**src/rtl/sort_pkg.sv**
```systemverilog
// Shared types for the sort_stream_ctrl slice: command selects, Gray-coded FSM states, defaults.
package sort_pkg;

    localparam int DW_DEF    = 16;
    localparam int MAX_N_DEF = 255;

    typedef enum logic [1:0] {
        CMD_CLR  = 2'd0,
        CMD_PUSH = 2'd1,
        CMD_SORT = 2'd2,
        CMD_POP  = 2'd3
    } cmd_t;

    // Stream-side states; the _HI/_LO phases live inside sort_cmd_pulse
    typedef enum logic [3:0] {
        ST_IDLE      = 4'b0000,
        ST_CLR       = 4'b0001,
        ST_LOAD      = 4'b0011,
        ST_PUSH      = 4'b0010,
        ST_DRAIN     = 4'b0110,
        ST_SORT      = 4'b0111,
        ST_SORT_WAIT = 4'b0101,
        ST_POP       = 4'b0100,
        ST_OUT       = 4'b1100
    } state_t;

    typedef enum logic [1:0] {
        PH_IDLE = 2'b00,
        PH_HI   = 2'b01,
        PH_LO   = 2'b11
    } phase_t;

endpackage

```
**src/rtl/sort_cmd_pulse.sv**
```systemverilog
// Command pin sequencer: PULSE_W high, GAP_W low, then poll srt_idle before signalling done.
// With SORT_STREAM_CTRL_TIMEOUT_EN, exposes the idle-wait phase and accepts an abort.
module sort_cmd_pulse
    import sort_pkg::*;
#(
    parameter int PULSE_W = 2,
    parameter int GAP_W   = 3
) (
    input  logic clk,
    input  logic rstn,
    input  logic enable,
    input  logic start,
    input  cmd_t sel,
    input  logic srt_idle,
`ifdef SORT_STREAM_CTRL_TIMEOUT_EN
    input  logic abort,
    output logic waiting,
`endif
    output logic clr,
    output logic push,
    output logic sort,
    output logic pop,
    output logic done
);

    phase_t     r_phase;
    logic [7:0] r_cnt;
    logic       r_clr, r_push, r_sort, r_pop, r_done;
    logic       w_gap_end;

    assign w_gap_end = (r_cnt == 8'(GAP_W - 1));

    always_ff @(posedge clk or negedge rstn) begin
        if (!rstn) begin
            r_phase <= PH_IDLE;
            r_cnt   <= '0;
            r_clr   <= 1'b0;
            r_push  <= 1'b0;
            r_sort  <= 1'b0;
            r_pop   <= 1'b0;
            r_done  <= 1'b0;
        end else if (enable) begin
            r_done <= 1'b0;
`ifdef SORT_STREAM_CTRL_TIMEOUT_EN
            if (abort) begin
                r_phase <= PH_IDLE;
                r_cnt   <= '0;
                r_clr   <= 1'b0;
                r_push  <= 1'b0;
                r_sort  <= 1'b0;
                r_pop   <= 1'b0;
            end else
`endif
            begin
                case (r_phase)
                    PH_IDLE: if (start) begin
                        r_phase <= PH_HI;
                        r_cnt   <= '0;
                        r_clr   <= (sel == CMD_CLR);
                        r_push  <= (sel == CMD_PUSH);
                        r_sort  <= (sel == CMD_SORT);
                        r_pop   <= (sel == CMD_POP);
                    end
                    PH_HI: if (r_cnt == 8'(PULSE_W - 1)) begin
                        r_phase <= PH_LO;
                        r_cnt   <= '0;
                        r_clr   <= 1'b0;
                        r_push  <= 1'b0;
                        r_sort  <= 1'b0;
                        r_pop   <= 1'b0;
                    end else begin
                        r_cnt <= r_cnt + 8'd1;
                    end
                    PH_LO: if (!w_gap_end) begin
                        r_cnt <= r_cnt + 8'd1;
                    end else if (srt_idle) begin
                        r_phase <= PH_IDLE;
                        r_done  <= 1'b1;
                    end
                    default: r_phase <= PH_IDLE;
                endcase
            end
        end
    end

    assign clr  = r_clr;
    assign push = r_push;
    assign sort = r_sort;
    assign pop  = r_pop;
    assign done = r_done;
`ifdef SORT_STREAM_CTRL_TIMEOUT_EN
    assign waiting = (r_phase == PH_LO) && w_gap_end && !srt_idle;
`endif

endmodule

```
**src/rtl/sort_stream_ctrl.sv**
```systemverilog
// Stream adapter: frames in -> clear/push/sort on insertion_sort -> pops out, largest first.
// Optional watchdog and err port under SORT_STREAM_CTRL_TIMEOUT_EN.
module sort_stream_ctrl
    import sort_pkg::*;
#(
    parameter int DW      = DW_DEF,
    parameter int MAX_N   = MAX_N_DEF,
    parameter int PULSE_W = 2,
    parameter int GAP_W   = 3,
    parameter int TIMEOUT = 4096
) (
    input  logic          clk,
    input  logic          rstn,
    input  logic          enable,
    input  logic          s_valid,
    output logic          s_ready,
    input  logic [DW-1:0] s_data,
    input  logic          s_last,
    output logic          m_valid,
    input  logic          m_ready,
    output logic [DW-1:0] m_data,
    output logic          m_last,
    output logic          srt_push,
    output logic          srt_pop,
    output logic          srt_clear,
    output logic          srt_sort,
    output logic [DW-1:0] srt_din,
    input  logic [DW-1:0] srt_dout,
    input  logic          srt_full,
    input  logic          srt_empty,
    input  logic          srt_idle,
    output logic          busy,
    output logic          ovf
`ifdef SORT_STREAM_CTRL_TIMEOUT_EN
   ,output logic          err
`endif
);

    state_t        r_state;
    cmd_t          r_sel;
    logic          r_start;
    logic [7:0]    r_n, r_k;
    logic          r_last_seen, r_s_ready, r_m_valid, r_m_last, r_ovf;
    logic [DW-1:0] r_din, r_m_data;
    logic          w_done, w_full;

    assign w_full = (r_n == 8'(MAX_N)) || srt_full;

`ifdef SORT_STREAM_CTRL_TIMEOUT_EN
    logic [11:0] r_wd;
    logic        r_err, w_cmd_wait, w_wait, w_wd_fire;

    assign w_wait    = w_cmd_wait || ((r_state == ST_SORT_WAIT) && !srt_idle);
    assign w_wd_fire = w_wait && (r_wd == 12'(TIMEOUT - 1));
    assign err       = r_err;

    always_ff @(posedge clk or negedge rstn) begin
        if (!rstn)       r_wd <= '0;
        else if (enable) r_wd <= w_wait ? r_wd + 12'd1 : '0;
    end
`endif

    sort_cmd_pulse #(.PULSE_W(PULSE_W), .GAP_W(GAP_W)) u_cmd (
        .clk      (clk),
        .rstn     (rstn),
        .enable   (enable),
        .start    (r_start),
        .sel      (r_sel),
        .srt_idle (srt_idle),
`ifdef SORT_STREAM_CTRL_TIMEOUT_EN
        .abort    (w_wd_fire),
        .waiting  (w_cmd_wait),
`endif
        .clr      (srt_clear),
        .push     (srt_push),
        .sort     (srt_sort),
        .pop      (srt_pop),
        .done     (w_done)
    );

    always_ff @(posedge clk or negedge rstn) begin
        if (!rstn) begin
            r_state     <= ST_IDLE;
            r_sel       <= CMD_CLR;
            r_start     <= 1'b0;
            r_n         <= '0;
            r_k         <= '0;
            r_last_seen <= 1'b0;
            r_s_ready   <= 1'b0;
            r_m_valid   <= 1'b0;
            r_m_last    <= 1'b0;
            r_ovf       <= 1'b0;
            r_din       <= '0;
            r_m_data    <= '0;
`ifdef SORT_STREAM_CTRL_TIMEOUT_EN
            r_err       <= 1'b0;
`endif
        end else if (enable) begin
            r_start <= 1'b0;
`ifdef SORT_STREAM_CTRL_TIMEOUT_EN
            if (w_wd_fire) begin
                r_err     <= 1'b1;
                r_state   <= ST_IDLE;
                r_s_ready <= 1'b0;
                r_m_valid <= 1'b0;
                r_m_last  <= 1'b0;
            end else
`endif
            begin
                case (r_state)
                    ST_IDLE: begin
                        r_n <= '0;
                        r_k <= '0;
                        if (s_valid) begin
                            r_ovf   <= 1'b0;
                            r_start <= 1'b1;
                            r_sel   <= CMD_CLR;
                            r_state <= ST_CLR;
`ifdef SORT_STREAM_CTRL_TIMEOUT_EN
                            r_err   <= 1'b0;
`endif
                        end
                    end
                    ST_CLR: if (w_done) r_state <= ST_LOAD;
                    ST_LOAD: if (!r_s_ready) begin
                        r_s_ready <= 1'b1;
                    end else if (s_valid) begin
                        r_s_ready   <= 1'b0;
                        r_din       <= s_data;
                        r_n         <= r_n + 8'd1;
                        r_last_seen <= s_last;
                        r_start     <= 1'b1;
                        r_sel       <= CMD_PUSH;
                        r_state     <= ST_PUSH;
                    end
                    ST_PUSH: if (w_done) begin
                        if (r_last_seen) begin
                            r_start <= 1'b1;
                            r_sel   <= CMD_SORT;
                            r_state <= ST_SORT;
                        end else if (w_full) begin
                            r_ovf   <= 1'b1;
                            r_state <= ST_DRAIN;
                        end else begin
                            r_state <= ST_LOAD;
                        end
                    end
                    // Surplus words are accepted and dropped until the frame's last word
                    ST_DRAIN: if (!r_s_ready) begin
                        r_s_ready <= 1'b1;
                    end else if (s_valid && s_last) begin
                        r_s_ready <= 1'b0;
                        r_start   <= 1'b1;
                        r_sel     <= CMD_SORT;
                        r_state   <= ST_SORT;
                    end
                    ST_SORT: if (w_done) r_state <= ST_SORT_WAIT;
                    ST_SORT_WAIT: if (srt_idle) begin
                        r_k     <= '0;
                        r_start <= 1'b1;
                        r_sel   <= CMD_POP;
                        r_state <= ST_POP;
                    end
                    ST_POP: if (w_done) begin
                        r_m_data  <= srt_dout;
                        r_k       <= r_k + 8'd1;
                        r_m_last  <= ((r_k + 8'd1) == r_n) || srt_empty;
                        r_m_valid <= 1'b1;
                        r_state   <= ST_OUT;
                    end
                    ST_OUT: if (m_ready) begin
                        r_m_valid <= 1'b0;
                        if (r_m_last) begin
                            r_m_last <= 1'b0;
                            r_state  <= ST_IDLE;
                        end else begin
                            r_start <= 1'b1;
                            r_sel   <= CMD_POP;
                            r_state <= ST_POP;
                        end
                    end
                    default: r_state <= ST_IDLE;
                endcase
            end
        end
    end

    assign s_ready = r_s_ready;
    assign m_valid = r_m_valid;
    assign m_data  = r_m_data;
    assign m_last  = r_m_last;
    assign srt_din = r_din;
    assign busy    = (r_state != ST_IDLE);
    assign ovf     = r_ovf;

endmodule

```
**config.mk**
```make
export PLATFORM = sky130hd
export DESIGN_NAME = sort_stream_ctrl
export DESIGN_NICKNAME = d
export VERILOG_FILES = /design/src/rtl/sort_pkg.sv /design/src/rtl/sort_cmd_pulse.sv /design/src/rtl/sort_stream_ctrl.sv
export SDC_FILE = /design/constraint.sdc
export NUM_CORES = 1
export LEC_CHECK = 0
export ABC_AREA = 0
export ABC_CLOCK_PERIOD_IN_PS = 2500
export BUFFER_PORTS_ARGS = -buffer_cell sky130_fd_sc_hd__buf_2
export CAP_MARGIN = 10
export CORE_ASPECT_RATIO = 1.2
export CORE_MARGIN = 1.5
export CORE_UTILIZATION = 50
export CTS_CLUSTER_DIAMETER = 100
export CTS_CLUSTER_SIZE = 10
export DETAILED_ROUTE_END_ITERATION = 16
export PLACE_DENSITY = 0.74
export SYNTH_ARGS = -nofsm -noshare
export SYNTH_HDL_FRONTEND = slang
export SYNTH_SLANG_ARGS = --single-unit
```
**constraint.sdc**
```tcl
create_clock -name clk -period 2.5 [get_ports clk]
set_input_delay 0.5 -clock clk [delete_from_list [all_inputs] [get_ports clk]]
set_output_delay 0.5 -clock clk [all_outputs]
set_load 0.005 [all_outputs]
```
==> results.md <==
* Startpoint type of the worst setup path: register
* Area after DPL at 4330 sq um
* HPWL Detailed at around 6200 um
* Worst hold path type: primary input to async pin
* RePlAce Congestion at 0.961
* Hold Buf Count CTS at 0
* Ranking of synthesized cells by area: dfrtp_1, nand2_1, mux2_2, o21ai_0, xor2_1
* Clk network pwr share at 0.218
* Sequential share of power at 0.462
* Most frequent cells in the layout: buf_2, nand2_1, dfrtp_1, o21ai_0, nor2_1
* H-tree depth at 3
* DR pass1 iterations at 4
* Clk buf depth at 2
* DR WL/cell at around 15 um
* Die H at roughly 99 um
* Initial drt markers at 158
* WHS at 0.0810 ns
* Total power at between 4000 and 5000 uW
* RSZ-0062 raised after global routing: no
* Number of synthesis warnings at 0
* Storage element area at 1880 sq um
* Clk_lat worst skew at ~0.35 ns
* Die area at 8220 sq um
* Synth-to-layout area growth at 17.6%
* Largest net degree at the start of global routing at 33
* Root Buffer: clkbuf_8
* Leakage Power at around 0.0022 uW
* Design area at between 4000 and 5000 sq um
* First-pass GRT wire length at 14300 um
* Initial antenna violation count at 0
* Synth top area share at 0.488
* Final instance count without filler cells at about 570
* Rows at 34
* Setup-failing EPs final at 0
* Int Power at between 2000 and 3000 uW
* Share of post-route cells with drive strength above 1 at 0.293
* Antenna diodes at 0
* Setup_tns at 0 ns
* Post-CTS setup buffer count at 0
* Post-synth EDFFs at 0
* Flop and latch count out of synthesis at 75
* Vias per cell at 5.47
* Synth Cell Area at between 3000 and 4000 sq um
* Max Clock Skew at approximately 0.01 ns
* Final Slew Violations at 0
* Max incr delay on CP at roughly 0.65 ns
* Maximum clock rate at roughly 450 MHz
* Routed vias at around 3100
* DRC viols at 0
* CP delay by family, top: simple AND/OR/NAND/NOR gates
* Distinct cells, synth at 59
* Post-synthesis sequential area ratio at 0.488
* Post-synth ARST share at 1.00
* Post-CTS sizing at 0
* Fin nets at approximately 520
* Most used flip-flop cell after synthesis: dfrtp_1
* Commonest non-fill, non-tap cell in the layout: buf_2
* Vias in the first global route at roughly 3100
* Worst path required time at 2.00 ns
* Fin crit period at roughly 2.2 ns
* Clk pin slew, worst setup/hold paths at ~0.080 ns
* TritonCTS clock tree: yes
* Port-buffer cells at 81
* IO Pins at 82
* Crit-path cells: or4_4 > buf_2
* Max Cap Violations at 0
* Setup CP Type: register to primary output
* Fin crit share at 0.892
* Yosys top cell by area: dfrtp_1
* Placed Cells incl. Taps at roughly 560
* Initial Util at 0.522
* Switching portion of total power at 0.349
* Clk sink count at 75
* Core Region at approximately 7400 sq um
* Worst Path Buf+Inv at 1
* Fill cells at 647
* GRT overflow at 0
* Power per cell area at 886 nW/um^2
* Outcome: completed
* DRT antenna net count at 0
* Worst slew pin tran at 0.627 ns
* Worst vdd ir at roughly 0.6 mV
* Slowest-stage cell, CP: or4_4
* Comb power frac at 0.320
* Total Wirelength at approximately 8600 um
* Multi-input combinational cell area at roughly 1800 sq um
* Post-Synthesis Cells at 394
* Post-synthesis area per instance at between 9 and 10 sq um
* Tot GR Track Use at 0.218
* Post-Syn Nets at 440
* Worst endpoint data arrival time at roughly 1.7 ns
* Cts bufs inserted at 9
* Net Switching at 1400 uW
* Final Hold Fails at 0
* Worst Setup End Kind: primary output
* Crit-path max FO at 17
* Worst rel slew slack at 0.578
* Die width at approximately 83 um
## area by class of cell
class / instances / area share
clock buffers: 11 / 0.0335
clock inverters: 5 / 0.00803
inverters: 8 / 0.00664
multi-input cells: 292 / 0.406
flip-flops and latches: 75 / 0.415
well taps: 90 / 0.0249
repair buffers: 90 / 0.105
## flip-flops by register name, summed over array words and instances (netlist names), 2 cells and up
| register | cells |
|---|---|
| m_data | 16 |
| r_k | 8 |
| r_n | 8 |
| r_sel | 2 |
| r_state | 4 |
| srt_din | 16 |
| u_cmd.r_cnt | 8 |
| u_cmd.r_phase | 2 |
## synth_stat cells, drive strengths merged, types with 7 or more instances
library cell,instances
nor2,26
mux2,24
nand2,78
clkbuf,10
xnor2,8
buf,9
xor2,12
dfrtp,75
inv,7
a21oi,8
nand2b,8
nand3,13
o21ai,34
## power by group through the flow
stage / registers, uW / clock network [uW] / logic (uW)
5_1_grt: 1910 / 944 / 1430
4_1_cts: 1850 / 889 / 1290
6_report: 1850 / 874 / 1280
2_1_floorplan: 1750 / 0 / 976
3_3_place_gp: 1850 / 0 / 1260
3_5_place_dp: 1870 / 0 / 1280
## worst reg2reg max path, stage by stage, from the launching register on
cell	delay, ns
dfrtp_1	0.42
or4_4	0.57
o41a_1	0.41
o21ai_2	0.36
or4_1	0.19
o211ai_1	0.09
## per-layer routing
layer	up-vias	wire length [um]	GRT usage
li1	1547	-	-
met1	1503	3690	0.258
met2	65	4430	0.383
met3	7	337	0.0620
met4	0	108	0.0718
met5	-	0	0
## metrics by stage
step,setup slack [ns],util
after floorplan,0.513,-
final,0.269,0.614
after global routing,0.187,0.614
after global placement,0.396,0.589
after CTS,0.268,0.614
after detailed placement,0.350,0.589
## final timing paths
path | from | endpoint | slack (ns) | cells after the start
worst max-delay path | r_state[0] | busy | 0.27 | 2
worst min-delay path | rstn | m_data[14] | 0.08 | 1
worst max register to register | u_cmd.r_cnt[2] | u_cmd.r_cnt[3] | 0.32 | 5
worst min register to register | m_data[5] | m_data[5] | 0.47 | 2
max in group asynchronous | rstn | u_cmd.sort | 1.75 | 2
min in group clk | srt_dout[6] | m_data[6] | 0.33 | 3
## logic make-up (layout without fill, tap and decap cells)
| kind of cell | Yosys count | in the layout | synth area share |
|---|---|---|---|
| compound gates | 71 | 71 | 0.126 |
| xor+xnor | 20 | 20 | 0.0456 |
| fa+ha+maj | 5 | 5 | 0.0163 |
| buf+inv | 27 | 114 | 0.0339 |
| flops | 75 | 75 | 0.488 |
| mux | 24 | 24 | 0.0703 |
| simple gates | 172 | 172 | 0.220 |
No activity file was read; power rests on OpenSTA's default activity.
